===== config.mk =====
export PLATFORM = sky130hd
export DESIGN_NAME = alu24_seq_unit
export DESIGN_NICKNAME = d
export VERILOG_FILES = /design/src/rtl/alu24_seq_unit.sv
export SDC_FILE = /design/constraint.sdc
export NUM_CORES = 1
export LEC_CHECK = 0
export ABC_AREA = 1
export ABC_CLOCK_PERIOD_IN_PS = 2350
export BUFFER_PORTS_ARGS = -buffer_cell sky130_fd_sc_hd__buf_2
export CAP_MARGIN = 20
export CORE_MARGIN = 2
export CORE_UTILIZATION = 32
export CTS_CLUSTER_SIZE = 28
export DETAILED_ROUTE_END_ITERATION = 10
export HOLD_SLACK_MARGIN = 0.05
export PLACE_DENSITY = 0.62
export SYNTH_ARGS = -nofsm -noshare
export SYNTH_HDL_FRONTEND = slang
export SYNTH_SLANG_ARGS = --single-unit

===== constraint.sdc =====
create_clock -name clk -period 2.35 [get_ports clk]
set_input_delay 0.5875 -clock clk [delete_from_list [all_inputs] [get_ports clk]]
set_output_delay 0.5875 -clock clk [all_outputs]
set_load 0.05 [all_outputs]

===== src/rtl/alu24_seq_unit.sv =====
// Handshaked 24-bit ALU responder: single-cycle logic/arith ops, optional iterative
// shift-add MUL compiled in when ALU24_MUL_EN is defined (op 110 otherwise reports err).
module alu24_seq_unit #(
  parameter int WIDTH      = 24,
  parameter int MUL_CYCLES = WIDTH
) (
  input  logic             clk,
  input  logic             rst_n,
  input  logic             req_valid,
  output logic             req_ready,
  input  logic [WIDTH-1:0] req_a,
  input  logic [WIDTH-1:0] req_b,
  input  logic             req_ainvert,
  input  logic             req_binvert,
  input  logic [2:0]       req_op,
  output logic             resp_valid,
  input  logic             resp_ready,
  output logic [WIDTH-1:0] resp_result,
  output logic             resp_zero,
  output logic             resp_overflow,
  output logic             resp_cout,
  output logic             resp_err
);

  if (MUL_CYCLES != WIDTH) begin : g_bad_cfg
    $error("MUL_CYCLES must equal WIDTH");
  end

  typedef enum logic [2:0] {S_IDLE, S_EXEC, S_MUL, S_LOAD, S_DONE} state_t;

  state_t           state_q, state_d;
  logic [WIDTH-1:0] a_q, a_d, b_q, b_d;
  logic             cin_q, cin_d;
  logic [2:0]       op_q, op_d;
  logic [WIDTH-1:0] result_q, result_d;
  logic             zero_q, zero_d, ovf_q, ovf_d, cout_q, cout_d, err_q, err_d;
  logic             resp_valid_q, resp_valid_d;

`ifdef ALU24_MUL_EN
  localparam int CNT_W = $clog2(MUL_CYCLES + 1);
  logic [2*WIDTH-1:0] acc_q, acc_d, mcand_q, mcand_d;
  logic [CNT_W-1:0]   cnt_q, cnt_d;
`endif

  logic [WIDTH:0]   sum_ext;
  logic [WIDTH-1:0] sum;
  logic             add_ovf;
  logic [WIDTH-1:0] alu_res;
  logic             alu_ovf, alu_cout, alu_err;

  assign sum_ext = {1'b0, a_q} + {1'b0, b_q} + {{WIDTH{1'b0}}, cin_q};
  assign sum     = sum_ext[WIDTH-1:0];
  assign add_ovf = (a_q[WIDTH-1] == b_q[WIDTH-1]) && (sum[WIDTH-1] != a_q[WIDTH-1]);

  // Single-cycle datapath on the captured (already inverted) operands
  always_comb begin
    alu_res  = '0;
    alu_ovf  = 1'b0;
    alu_cout = 1'b0;
    alu_err  = 1'b0;
    case (op_q)
      3'b000: alu_res = a_q & b_q;
      3'b001: alu_res = a_q | b_q;
      3'b010: begin
        alu_res  = sum;
        alu_ovf  = add_ovf;
        alu_cout = sum_ext[WIDTH];
      end
      3'b011: begin
        alu_res  = {{(WIDTH-1){1'b0}}, sum[WIDTH-1] ^ add_ovf};
        alu_ovf  = add_ovf;
        alu_cout = sum_ext[WIDTH];
      end
      3'b100: alu_res = a_q ^ b_q;
      3'b101: alu_res = ~(a_q | b_q);
      default: alu_err = 1'b1;
    endcase
  end

  always_comb begin
    state_d      = state_q;
    a_d          = a_q;
    b_d          = b_q;
    cin_d        = cin_q;
    op_d         = op_q;
    result_d     = result_q;
    zero_d       = zero_q;
    ovf_d        = ovf_q;
    cout_d       = cout_q;
    err_d        = err_q;
    resp_valid_d = resp_valid_q;
`ifdef ALU24_MUL_EN
    acc_d        = acc_q;
    mcand_d      = mcand_q;
    cnt_d        = cnt_q;
`endif
    case (state_q)
      S_IDLE: begin
        if (req_valid) begin
          a_d     = req_ainvert ? ~req_a : req_a;
          b_d     = req_binvert ? ~req_b : req_b;
          cin_d   = req_binvert;
          op_d    = req_op;
          state_d = S_EXEC;
`ifdef ALU24_MUL_EN
          acc_d   = '0;
          mcand_d = {{WIDTH{1'b0}}, a_d};
          cnt_d   = '0;
          if (req_op == 3'b110) state_d = S_MUL;
`endif
        end
      end
      S_EXEC: begin
        result_d = alu_res;
        zero_d   = (alu_res == '0);
        ovf_d    = alu_ovf;
        cout_d   = alu_cout;
        err_d    = alu_err;
        state_d  = S_LOAD;
      end
`ifdef ALU24_MUL_EN
      // b_q doubles as the multiplier shift register, LSB consumed first
      S_MUL: begin
        acc_d   = b_q[0] ? acc_q + mcand_q : acc_q;
        mcand_d = mcand_q << 1;
        b_d     = b_q >> 1;
        cnt_d   = cnt_q + CNT_W'(1);
        if (cnt_q == CNT_W'(MUL_CYCLES - 1)) begin
          result_d = acc_d[WIDTH-1:0];
          zero_d   = (acc_d[WIDTH-1:0] == '0);
          ovf_d    = |acc_d[2*WIDTH-1:WIDTH];
          cout_d   = 1'b0;
          err_d    = 1'b0;
          state_d  = S_LOAD;
        end
      end
`endif
      S_LOAD: begin
        resp_valid_d = 1'b1;
        state_d      = S_DONE;
      end
      S_DONE: begin
        if (resp_ready) begin
          resp_valid_d = 1'b0;
          state_d      = S_IDLE;
        end
      end
      default: state_d = S_IDLE;
    endcase
  end

  always_ff @(posedge clk) begin
    if (!rst_n) begin
      state_q      <= S_IDLE;
      a_q          <= '0;
      b_q          <= '0;
      cin_q        <= 1'b0;
      op_q         <= '0;
      result_q     <= '0;
      zero_q       <= 1'b0;
      ovf_q        <= 1'b0;
      cout_q       <= 1'b0;
      err_q        <= 1'b0;
      resp_valid_q <= 1'b0;
`ifdef ALU24_MUL_EN
      acc_q        <= '0;
      mcand_q      <= '0;
      cnt_q        <= '0;
`endif
    end else begin
      state_q      <= state_d;
      a_q          <= a_d;
      b_q          <= b_d;
      cin_q        <= cin_d;
      op_q         <= op_d;
      result_q     <= result_d;
      zero_q       <= zero_d;
      ovf_q        <= ovf_d;
      cout_q       <= cout_d;
      err_q        <= err_d;
      resp_valid_q <= resp_valid_d;
`ifdef ALU24_MUL_EN
      acc_q        <= acc_d;
      mcand_q      <= mcand_d;
      cnt_q        <= cnt_d;
`endif
    end
  end

  assign req_ready     = (state_q == S_IDLE);
  assign resp_valid    = resp_valid_q;
  assign resp_result   = result_q;
  assign resp_zero     = zero_q;
  assign resp_overflow = ovf_q;
  assign resp_cout     = cout_q;
  assign resp_err      = err_q;

endmodule


==> metrics.txt <==
outcome=finished, violations left; failing checks=setup timing; CP Data Arrival Time=2.75 ns; Worst-Margin Slew=0.740 ns; most instantiated cells after synthesis=nand2_1 (190), inv_1 (158), o21ai_0 (91), nor2_1 (89), a21oi_1 (86); beginning of the critical path=a_q[0]; Reg2Reg Launch Point=a_q[0]; CTS tree=yes; max_cap viols=0; Worst slew margin=0.506; # clock sinks=84; Final Max Slew Viols=0; IO Count=87; Synth area leaders=dfxtp_1 (27%), nand2_1 (11%), ha_1 (9.5%); starting DRC count in detailed routing=360; final hold vios=0; met1 Use GR=0.291; maximum vdd drop=0.321 mV; WL per Instance=14.6 um; share of cells above drive strength 1=0.265; Most used DFF post-synth=dfxtp_1; clock slew at the register clock pins of the worst setup and hold paths=0.07 ns; Final Skew=0.00878 ns; clk_lat worst skew=0.35 ns; DR vias=6,788; final WL=21,000 um; die width=145 um; Nets=1,278; RSZ-0062 raised after global routing=yes; antenna cells=0; Tmin final=2.48 ns; Sum Neg Setup Slack=-0.129 ns; non-filler cells, final=1,441; syn_nets=1,098; worst-path maximum fanout=2; FP Rows=51; Setup WS post-layout=-0.129 ns; reg2reg path depth=17; Synth top area share=0.266; CTS root buf=clkbuf_16; initial antenna violation count=0; CP endpoint=resp_zero; largest net degree at the start of global routing=40; CP required=2.63 ns; Die H=145 um; Syn Inst Count=991; DR vias/cell=4.71; Post-Syn Area=6330 um^2; Yosys top cell by area=dfxtp_1; Detailed Place HPWL=16,900 um; post-layout instance area=8490 um^2; Port Buffers=86; Yosys reg bits=84; CTS Buf Count=9; vias in the first global route=6,252; GPL Wtd Cong=0.960; Unique masters post-synth=32; GRT Util Overall=0.205; most numerous cell in the Yosys netlist=nand2_1; GR Util met3=0.0336; starting density of the core=0.325; Layout area overhead=34.1%; Reg-to-Reg End=resp_zero; core outline area=19,500 um^2; Synth Area per Inst=6.39 um^2; Leak=4.33 nW; Clock Path Buffers=2; ANT nets after route=0; crit end category=flop; H-tree depth=3; Post-synth EDFFs=0; full die area=20,900 um^2; worst hold path class=reg -> reg; Reg2Reg Setup Slack=-0.13 ns; startpoint types=flop; Tcrit/Tclk final=1.05; Worst Path Class, Setup=reg -> reg; met2 Resource Use GR=0.318; busiest grt layer=met2; grt ovf=0; Seq/Total Area, Yosys=0.266; fmax=0.403 GHz; drt first pass iters=5; number of fill cells=2,093; DRC=0; endpoints failing setup=1; post-placement cell count=1,416; PwrDens=608 nW/um^2; Synth warnings=0; DP Area=7810 um^2; ys async rst share=0; first-pass GRT wire length=32,800 um; power consumption=5.16 mW
-- kinds of logic after synthesis --
kind of cell | count (synthesis) | share of synthesized area
simple gates | 388 | 0.258
compound gates | 215 | 0.183
buf+inv | 204 | 0.123
flops | 84 | 0.266
xor+xnor | 50 | 0.0692
fa+ha+maj | 50 | 0.101
-- placed cells by master, fill, tap and decap left out, types with 2 or more instances in the layout --
master / synthesis / final
dfxtp_1: 84 / 82
o211ai_1: 10 / 10
ha_1: 48 / 34
a21oi_2: 0 / 11
ha_4: 0 / 10
ha_2: 0 / 4
o21ai_0: 91 / 87
buf_4: 1 / 122
or2_2: 2 / 2
nand2_1: 190 / 176
fa_2: 0 / 2
dfxtp_2: 0 / 2
o22ai_1: 10 / 10
nor2_2: 2 / 14
nor3_2: 0 / 4
buf_2: 8 / 86
clkinv_4: 0 / 2
nor3_1: 10 / 5
nand4_1: 13 / 13
nand2_2: 1 / 15
inv_1: 158 / 149
inv_2: 5 / 14
o21ai_1: 3 / 7
a21oi_1: 86 / 75
clkbuf_16: 0 / 9
and2_1: 2 / 2
a221oi_1: 6 / 6
inv_6: 0 / 2
nor2_1: 89 / 77
a211oi_1: 6 / 6
nand3_2: 0 / 8
xor2_1: 50 / 50
nand3_1: 72 / 64
nand3b_1: 5 / 5
-- critical path, cell delays in order, from the launching register on --
cell	delay [ns]
dfxtp_2	0.34
inv_2	0.04
fa_2	0.37
inv_2	0.07
fa_2	0.43
inv_2	0.05
nor2_1	0.04
nor2_1	0.10
nand2_1	0.08
nor2_1	0.10
nand2_1	0.06
nor2_1	0.08
nand3_1	0.10
nor2_1	0.14
nand3_1	0.09
nor2_1	0.12
nand2_1	0.06
a21oi_1	0.11
-- per-layer routing --
metal	vias up	wire length (um)
met1	3033	10400
met2	182	9170
met4	0	430
met5	-	0
li1	3548	-
met3	25	970
-- worst min path at each step --
stage | slack (ns) | to | cells past startpoint | startpoint
finish | 0.46 | resp_valid | 2 | resp_valid
floorplan | 0.45 | cin_q | 2 | cin_q
global placement | 0.45 | resp_valid | 2 | resp_valid
detailed placement | 0.45 | resp_valid | 2 | resp_valid
CTS | 0.47 | resp_valid | 2 | resp_valid
global route | 0.48 | resp_valid | 2 | resp_valid
-- where the power goes --
group | internal, mW | switching [mW]
Clock | 0.836 | 0.635
Sequential | 1.56 | 0.0796
Combinational | 0.807 | 1.24
Total | 3.20 | 1.96
-- layout make-up --
cell class,count,area [um^2],share of cell area
multi-input cells,703,4190,0.494
flip-flops and latches,84,1680,0.198
well taps,265,332,0.0390
repair buffers,209,1370,0.161
clock inverters,6,72.6,0.00855
clock buffers,10,229,0.0270
inverters,164,616,0.0725
-- state kept, by name (all words and copies together), names as in the netlist --
| signal | flops |
|---|---|
| a_q | 24 |
| b_q | 24 |
| resp_result | 24 |
| op_q | 3 |
| state_q | 3 |
| cin_q | 1 |
| resp_cout | 1 |
| resp_err | 1 |
| resp_overflow | 1 |
| resp_valid | 1 |
| resp_zero | 1 |
-- repair_timing --
item / in CTS / in global routing
resized for setup: 9 / 79
pin swaps: 7 / 15
buffers inserted: 4 / 5
cloned: 0 / 0
setup endpoints to repair: 5 / 16
hold buffers: 0 / 0
-- per-stage QoR --
stage	worst slack (ns)	util	hold WS [ns]
after global placement	-0.123	0.401	0.449
after CTS	-0.0785	0.419	0.465
after floorplan	0.0730	-	0.447
after global routing	-0.265	0.436	0.481
after detailed placement	-0.140	0.401	0.454
final	-0.129	0.436	0.461
No activity file was read; power rests on OpenSTA's default activity.
